==> src/rtl/mul_bc2_seq.sv <==
// mul_bc2_seq: iterative signed multiplier, one shift-and-add per clock.
// Magnitudes are multiplied unsigned, the sign is applied afterwards, then the
// product is scaled by an arithmetic right shift of FRAC bits and saturated
// to WIDTH bits. A start/ready handshake admits one operation at a time.
module mul_bc2_seq #(
  parameter int WIDTH = 8,
  parameter int FRAC  = 0
) (
  input  logic                    clk,
  input  logic                    reset,
  input  logic                    start,
  input  logic signed [WIDTH-1:0] a,
  input  logic signed [WIDTH-1:0] b,
  output logic                    ready,
  output logic                    busy,
  output logic                    done,
  output logic signed [WIDTH-1:0] result,
  output logic                    overflow
);

  localparam int PW = 2 * WIDTH;
  localparam int CW = (WIDTH > 2) ? $clog2(WIDTH) : 1;

  localparam logic [WIDTH-1:0]     ONE_W   = {{(WIDTH-1){1'b0}}, 1'b1};
  localparam logic [PW-1:0]        ONE_P   = {{(PW-1){1'b0}}, 1'b1};
  // Saturation bounds, sign-extended to the full product width.
  localparam logic signed [PW-1:0] SAT_MAX = {{(WIDTH+1){1'b0}}, {(WIDTH-1){1'b1}}};
  localparam logic signed [PW-1:0] SAT_MIN = {{(WIDTH+1){1'b1}}, {(WIDTH-1){1'b0}}};
  localparam logic [CW-1:0]        CNT_LAST = CW'(WIDTH - 1);
  localparam logic [CW-1:0]        CNT_ONE  = CW'(1);

  typedef enum logic [1:0] {
    S_IDLE = 2'd0,
    S_MUL  = 2'd1,
    S_FIX  = 2'd2
  } state_e;

  // Magnitude of a two's-complement value as an unsigned number of the same
  // width; the most negative value maps to 2^(WIDTH-1) exactly.
  function automatic logic [WIDTH-1:0] abs_u(input logic [WIDTH-1:0] v);
    logic [WIDTH-1:0] r;
    if (v[WIDTH-1]) begin
      r = ~v + ONE_W;
    end else begin
      r = v;
    end
    return r;
  endfunction

  // Two's-complement negation of the full-width product when sign is set.
  function automatic logic [PW-1:0] apply_sign(input logic neg,
                                               input logic [PW-1:0] mag);
    logic [PW-1:0] r;
    if (neg) begin
      r = ~mag + ONE_P;
    end else begin
      r = mag;
    end
    return r;
  endfunction

  // Clamp a scaled product to WIDTH bits; returns {overflow, result}.
  function automatic logic [WIDTH:0] saturate(input logic signed [PW-1:0] s);
    logic [WIDTH:0] r;
    if (s > SAT_MAX) begin
      r = {1'b1, SAT_MAX[WIDTH-1:0]};
    end else if (s < SAT_MIN) begin
      r = {1'b1, SAT_MIN[WIDTH-1:0]};
    end else begin
      r = {1'b0, s[WIDTH-1:0]};
    end
    return r;
  endfunction

  state_e             state_q,  state_d;
  logic               sign_q,   sign_d;
  logic [WIDTH-1:0]   mag_a_q,  mag_a_d;
  logic [WIDTH-1:0]   mag_b_q,  mag_b_d;
  logic [PW-1:0]      acc_q,    acc_d;
  logic [CW-1:0]      cnt_q,    cnt_d;
  logic [WIDTH-1:0]   result_q, result_d;
  logic               ovf_q,    ovf_d;
  logic               done_q,   done_d;
  logic               ready_q,  ready_d;

  logic [PW-1:0]        part_s;
  logic [PW-1:0]        prod_s;
  logic signed [PW-1:0] scaled_s;
  logic [WIDTH:0]       sat_s;

  // Datapath terms: shifted partial product and the scaled, saturated result.
  always_comb begin
    part_s   = {{WIDTH{1'b0}}, mag_a_q} << cnt_q;
    prod_s   = apply_sign(sign_q, acc_q);
    scaled_s = $signed(prod_s) >>> FRAC;
    sat_s    = saturate(scaled_s);
  end

  // Next-state and register-update logic for the IDLE/MUL/FIX sequence.
  always_comb begin
    state_d  = state_q;
    sign_d   = sign_q;
    mag_a_d  = mag_a_q;
    mag_b_d  = mag_b_q;
    acc_d    = acc_q;
    cnt_d    = cnt_q;
    result_d = result_q;
    ovf_d    = ovf_q;
    done_d   = 1'b0;
    case (state_q)
      S_IDLE: begin
        if (start) begin
          sign_d  = a[WIDTH-1] ^ b[WIDTH-1];
          mag_a_d = abs_u(a);
          mag_b_d = abs_u(b);
          acc_d   = {PW{1'b0}};
          cnt_d   = {CW{1'b0}};
          state_d = S_MUL;
        end else begin
          state_d = S_IDLE;
        end
      end
      S_MUL: begin
        if (mag_b_q[cnt_q]) begin
          acc_d = acc_q + part_s;
        end else begin
          acc_d = acc_q;
        end
        if (cnt_q == CNT_LAST) begin
          state_d = S_FIX;
        end else begin
          cnt_d = cnt_q + CNT_ONE;
        end
      end
      S_FIX: begin
        result_d = sat_s[WIDTH-1:0];
        ovf_d    = sat_s[WIDTH];
        done_d   = 1'b1;
        state_d  = S_IDLE;
      end
      default: begin
        state_d = S_IDLE;
      end
    endcase
    ready_d = (state_d == S_IDLE);
  end

  // State and datapath registers with synchronous reset.
  always_ff @(posedge clk) begin
    if (reset) begin
      state_q  <= S_IDLE;
      sign_q   <= 1'b0;
      mag_a_q  <= {WIDTH{1'b0}};
      mag_b_q  <= {WIDTH{1'b0}};
      acc_q    <= {PW{1'b0}};
      cnt_q    <= {CW{1'b0}};
      result_q <= {WIDTH{1'b0}};
      ovf_q    <= 1'b0;
      done_q   <= 1'b0;
      ready_q  <= 1'b1;
    end else begin
      state_q  <= state_d;
      sign_q   <= sign_d;
      mag_a_q  <= mag_a_d;
      mag_b_q  <= mag_b_d;
      acc_q    <= acc_d;
      cnt_q    <= cnt_d;
      result_q <= result_d;
      ovf_q    <= ovf_d;
      done_q   <= done_d;
      ready_q  <= ready_d;
    end
  end

  assign ready    = ready_q;
  assign busy     = ~ready_q;
  assign done     = done_q;
  assign result   = result_q;
  assign overflow = ovf_q;

endmodule

==> config.mk <==
export PLATFORM = sky130hd
export DESIGN_NAME = mul_bc2_seq
export DESIGN_NICKNAME = d
export VERILOG_FILES = /design/src/rtl/mul_bc2_seq.sv
export SDC_FILE = /design/constraint.sdc
export NUM_CORES = 1
export LEC_CHECK = 0
export ABC_AREA = 1
export BUFFER_PORTS_ARGS = -buffer_cell sky130_fd_sc_hd__buf_2
export CORE_UTILIZATION = 55
export DETAILED_ROUTE_END_ITERATION = 16
export GPL_TIMING_DRIVEN = 0
export PLACE_DENSITY = 0.75
export SETUP_SLACK_MARGIN = 0.02
export SLEW_MARGIN = 20
export SYNTH_ARGS = -nofsm -noshare
export SYNTH_HDL_FRONTEND = slang
export SYNTH_SLANG_ARGS = --single-unit
==> constraint.sdc <==
create_clock -name clk -period 6.4 [get_ports clk]
set_clock_uncertainty 0.15 [all_clocks]
set_input_delay 0 -clock clk [delete_from_list [all_inputs] [get_ports clk]]
set_output_delay 0 -clock clk [all_outputs]
set_load 0.05 [all_outputs]
# ---- Yosys cells after proc, flatten, opt, wreduce, memory -nomap -nowiden
# Cells that the tools add are included.
dict set report totals {
  regBits 49
  latchBits 0
  ramBits 0
  mem_bits_ro 0
  inputBits 19
  out_inout_bits 12
  n_memories 0
}
dict set report op_classes {
  n_addsub 5
  mul 0
  div_mod_pow 0
  order_cmp 3
  n_eq_ne 6
  shifts 1
  n_mux 17
  bitwise_logic 5
  reduce_logical 6
}
# op n
set op_table {}
lappend op_table {{two-way mux 16 bit} 3}
lappend op_table {{case mux 16 bit (2 select lines)} 1}
lappend op_table {{two-way mux 9 bit} 2}
lappend op_table {{adder 16 x 1 -> 16 bit, second input constant} 1}
lappend op_table {{adder 16 bit} 1}
lappend op_table {{adder 8 x 1 -> 8 bit, second input constant} 2}
lappend op_table {{> comparator 16 x 8 -> 1 bit, second input constant} 1}
lappend op_table {{less-than comparator 16 x 8 -> 1 bit, second input constant} 1}
lappend op_table {{two-way mux 8 bit} 2}
lappend op_table {{NOT 16 bit} 1}
lappend op_table {{NOT 8 bit} 2}
lappend op_table {{left shift 8 x 3 -> 16 bit} 1}
lappend op_table {{two-way mux 3 bit} 2}
lappend op_table {{inequality test 2 bit, second input constant} 3}
lappend op_table {{case mux 3 bit (2 select lines)} 1}
lappend op_table {{AND reduction 3 bit} 2}
lappend op_table {{logical NOT 2 bit} 2}
lappend op_table {{less-than comparator 3 x 4 -> 1 bit, second input constant} 1}
lappend op_table {{case mux 2 bit (2 select lines)} 1}
lappend op_table {{adder 3 x 1 -> 3 bit, second input constant} 1}
lappend op_table {{binary-select mux 1 bit (select 3 bit)} 1}
lappend op_table {{== test 3 bit, second input constant} 1}
lappend op_table {{two-way mux 1 bit} 3}
lappend op_table {{== test 2 x 1 -> 1 bit, second input constant} 1}
lappend op_table {{other kinds (6)} 6}

# ---- Logic depth before layout (Yosys ltp)
dict set report logic_depth {
  depth_word 6
  depth_mapped 18
}

# ---- Worst setup path after synthesis
# No wires, ideal clock.
dict set report synth_path {
  kind {register to register}
  startpoint {register cnt_q[0]}
  endpoint {register acc_q[14]}
  setup_ns 0.132
  t_arrival_ns 2.328
  slack_ns 3.789
  stages_incl_launch_ff 17
  n_path_buf 2
  period_less_slack_ns 2.611
  cell_sequence {dfxtp_1 buf_4 clkbuf_1 nand2_1 o21ai_0 nand2_1 o21ai_0 mux2i_1 ha_1 a21oi_1 inv_1 a21oi_1 inv_1 a211oi_1 nand3b_1 nand3_1 a21oi_1}
}
dict set report synth_via {
  elab_chain_len 4
}
# element line
set synth_rtl {}
lappend synth_rtl {{start, declared} 80} ;# logic [CW-1:0] cnt_q, cnt_d;
lappend synth_rtl {{start signal, assigned} 156} ;# cnt_q <= {CW{1'b0}};
lappend synth_rtl {{start signal, assigned} 167} ;# cnt_q <= cnt_d;
lappend synth_rtl {{left shift 8 x 3 -> 16 bit or binary-select mux 1 bit (select 3 bit) (tied branches)} {93, 124}}
lappend synth_rtl {{adder 16 bit or two-way mux 1 bit (tied branches)} {125, 124}}
lappend synth_rtl {{two-way mux 16 bit or inequality test 2 bit (tied branches)} --}
lappend synth_rtl {{case mux 16 bit (2 select lines) or AND reduction 3 bit (tied branches)} --}
lappend synth_rtl {{end signal, assigned} 155} ;# acc_q <= {PW{1'b0}};
lappend synth_rtl {{end, declared} 79} ;# logic [PW-1:0] acc_q, acc_d;
# Parallel ways exist; a longest one is shown, timed or not. The select of a mux whose other input is x is not followed.
# A chain may end at the register's enable or synchronous reset.

# ---- Final worst setup path
dict set report layout_path {
  startpoint {register cnt_q[0]}
  endpoint {register acc_q[9]}
}
# The elaborated chain is that of the path after synthesis.

==> key figures <==
Global routing
  • Vias in the first global route: 3772
  • First-pass GRT wire length: around 17 mm
  • Grt total ovfl: 0
  • Largest net degree at the start of global routing: 19
  • Tot GR Track Use: 29.91%
  • Antenna violations before repair: 0

Clock network
  • Clk_lat worst skew: 330 ps
  • CTS Buf Count: 5
  • H-tree depth: 2
  • Clock buffer depth: 2
  • Clk root buf: clkbuf_8
  • CTS Sinks: 49
  • CTS tree: built
  • CTS clk-pin slew, worst paths: about 110 ps
  • CTS resizes: 0

Power and ir drop
  • Leak Pwr: 2.055 nW
  • Tot Pwr: 0.0007034 W
  • P per Cell Area: 166.1 mW/mm²
  • VDD IR max: 0.1457 mV

Logic synthesis
  • Synth area leader: dfxtp_1
  • Synth area leaders: dfxtp_1 27%, nand2_1 13%, nor2_1 8.4%, a21oi_1 6.9%, ha_1 6.8%
  • Post-synth EDFFs: 0
  • Largest family of logic cells by synthesized area: simple AND/OR/NAND/NOR gates
  • Primary FF master, synth: dfxtp_1
  • Mapped Area: ~0.0037 mm²
  • Synth cell types: 39
  • Fraction of the mapped netlist area in adder cells: 7.302%
  • Post-synthesis mux area share: 1.352%
  • Top cells by count, synth: 125 x nand2_1, 83 x nor2_1, 65 x inv_1
  • Ys Warns: 0
  • Most frequent cell after synthesis: nand2_1
  • Synth Net Count: between 600 and 700
  • Post-Synthesis Cells: 585
  • Area fraction in and, or, nand and nor cells after synthesis: 32.62%
  • Synth top area share: 26.50%
  • Sequential share of the synthesized area: 26.50%
  • Async set-reset flop share out of synthesis: 0%
  • Synth Area in XOR/XNOR: 3.550%
  • Synth Area in Compound Gates: a little under a fifth
  • Synth Register Bits: 49
  • Syn_area_per_cell: 6.327 µm²

Worst setup path
  • WS Path Type: register to register
  • Slowest-stage cell, CP: ha_1
  • Max incr delay on CP: 380 ps
  • CP arrival: 3310 ps
  • RR Endpoint: acc_q[9]
  • Setup crit end kind: register
  • R2r setup slk: 3190 ps
  • Buf+Inv Stages, Crit Path: 3
  • R2R depth: 15
  • Worst Setup Start Kind: register
  • CP max FO: 10
  • R2R Path Start: cnt_q[0]
  • Family with the most delay on the worst path: compound AO/OA/AOI/OAI gates
  • Crit path required time: 6510 ps
  • Crit path cell chain: buf_4, clkbuf_1, o21ai_0, mux2i_1, o21ai_0, ha_1, a21oi_1, inv_1, a31oi_1, o21ai_0, nand2_1, nand2_1, nand2_1, nand3_1, a21oi_1

Route
  • Via count: around 4000
  • Drt first-iter violations: 249
  • Final ANT Viol Nets: 0
  • WL/cell: 13.80 µm
  • Via density: 5.579
  • DR pass1 iterations: 5
  • Routed WL: 9.906 mm
  • Remaining DRCs: 0

STA
  • Final period utilization: 50.11%
  • Hold Fails Final Rpt: 0
  • Slew headroom: 55.65%
  • Worst hold slack: 44.06 ps
  • Tmin final: between 3000 and 4000 ps
  • Unrepaired setup endpoints after global routing: no
  • Pins over their slew limit: 0
  • Setup TNS: 0 ps
  • Worst Tran Pin Value: between 600 and 700 ps
  • FMAX: a little over 300 MHz
  • Final setup viols: 0

Place
  • Number of port buffers: 28
  • Cell Area, Placed: around 0.004 mm²
  • Post-DP HPWL: around 7.4 mm
  • Gpl congestion: 0.9391

Final layout
  • Multi-input combinational cell area: 0.002346 mm²
  • Fill cell count: roughly 630
  • Layout cells sized above 1: 10.76%
  • Final nets: 680
  • Register area: about 980 µm²
  • Fin util: 65.95%
  • ANT cells: 0
  • Fin area: 0.004235 mm²
  • Layout overhead on the synthesized area: 14.44%

Job
  • # Max-Cap Violations: 0

Worst hold path
  • Worst Hold Launch: b[7]
  • Worst hold stages: 3
  • Hold WC Path Type: primary input to register
  • Hold EP: mag_b_q[1]

Floorplanning
  • # IOs: 31
  • Core Box Area: roughly 0.0064 mm²
  • Die area: 0.007061 mm²
  • Initial Util: slightly below 60%
  • Die Span X: 84.03 µm
  • Chip height: roughly 84 µm
  • Cell Rows: 29

Status
  • Outcome: finished clean
-- metal layers --
layer / share of wire (%) / up-vias / GRT usage (%)
met4: 2.7 / 0 / 11.60
li1: - / 2024 / -
met3: 4.0 / 20 / 4.649
met1: 44 / 1859 / 35.78
met5: 0 / - / 0
met2: 50 / 103 / 53.43
-- cells in the final DEF (no fill, tap or decap), drive strengths merged --
cell type,Yosys,routed
nor2,89,89
xor2,12,12
nand2,133,133
nand3,37,37
dlygate4sd3,0,20
a211oi,1,1
a31oi,3,3
inv,70,72
clkbuf,10,15
o21bai,2,2
o21ai,56,56
mux2i,5,5
o221ai,6,6
nor3,11,11
nand3b,3,3
a21oi,51,51
nand4,6,6
buf,8,36
or2,2,2
a221oi,1,1
a22oi,2,2
o31ai,2,2
clkinv,2,3
xnor2,3,3
fa,1,1
ha,20,20
dfxtp,49,49
-- logic make-up (layout without fill, tap and decap cells) --
group	after synthesis	after routing
adders and majority gates	21	21
muxes	5	5
DFF	49	49
and+or+nand+nor	281	281
buffers and inverters	90	146
xor gates and xnor gates	15	15
AOI/OAI and AO/OA	124	124
-- worst min-delay path: cells and delay by family --
kind / cells / cell delay, ps
compound gates: 2 / 300
buf+inv: 1 / 190
-- sequential cells by signal, indices dropped and copies added (netlist names) --
register  flops
mag_a_q       8
state_q       2
mag_b_q       8
cnt_q         3
acc_q        16
overflow      1
done          1
result        8
sign_q        1
ready         1
-- metrics by stage --
stage / setup WS [ps] / instances
detailed placement: 3276 / 690
floorplan: 3789 / 585
finish: 3193 / 718
CTS: 3239 / 718
global placement: 3384 / 690
global route: 2847 / 718
-- report_power, final --
group	internal [W]	switching (W)	leakage [nW]
registers	0.000317	0.0000113	0.399
logic	0.0000611	0.000104	1.60
clock network	0.0000821	0.000128	0.0506
total	0.000461	0.000243	2.06
-- repair_timing --
action / 4_1_cts / 5_1_grt
hold buffers: 20 / 0
buffers inserted: 0 / 0
hold endpoints to repair: 20 / 0
-- worst max-delay path by stage --
stage,from,endpoint,slack [ps],cells after the start
global route,cnt_q[0],acc_q[14],2850,16
global placement,cnt_q[0],acc_q[9],3380,14
floorplan,cnt_q[0],acc_q[14],3790,16
finish,cnt_q[0],acc_q[9],3190,15
CTS,cnt_q[0],acc_q[9],3240,15
detailed placement,cnt_q[0],acc_q[9],3280,14
-- cell type report --
type,instances,area share [%]
multi-input combinational,446,55.39
sequential,49,23.16
timing repair buffer,48,8.035
inverter,72,6.440
buffer,18,2.393
tap,77,2.275
clock buffer,5,1.625
clock inverter,3,0.6795
Note: power is estimated with default switching activity, not from simulation.
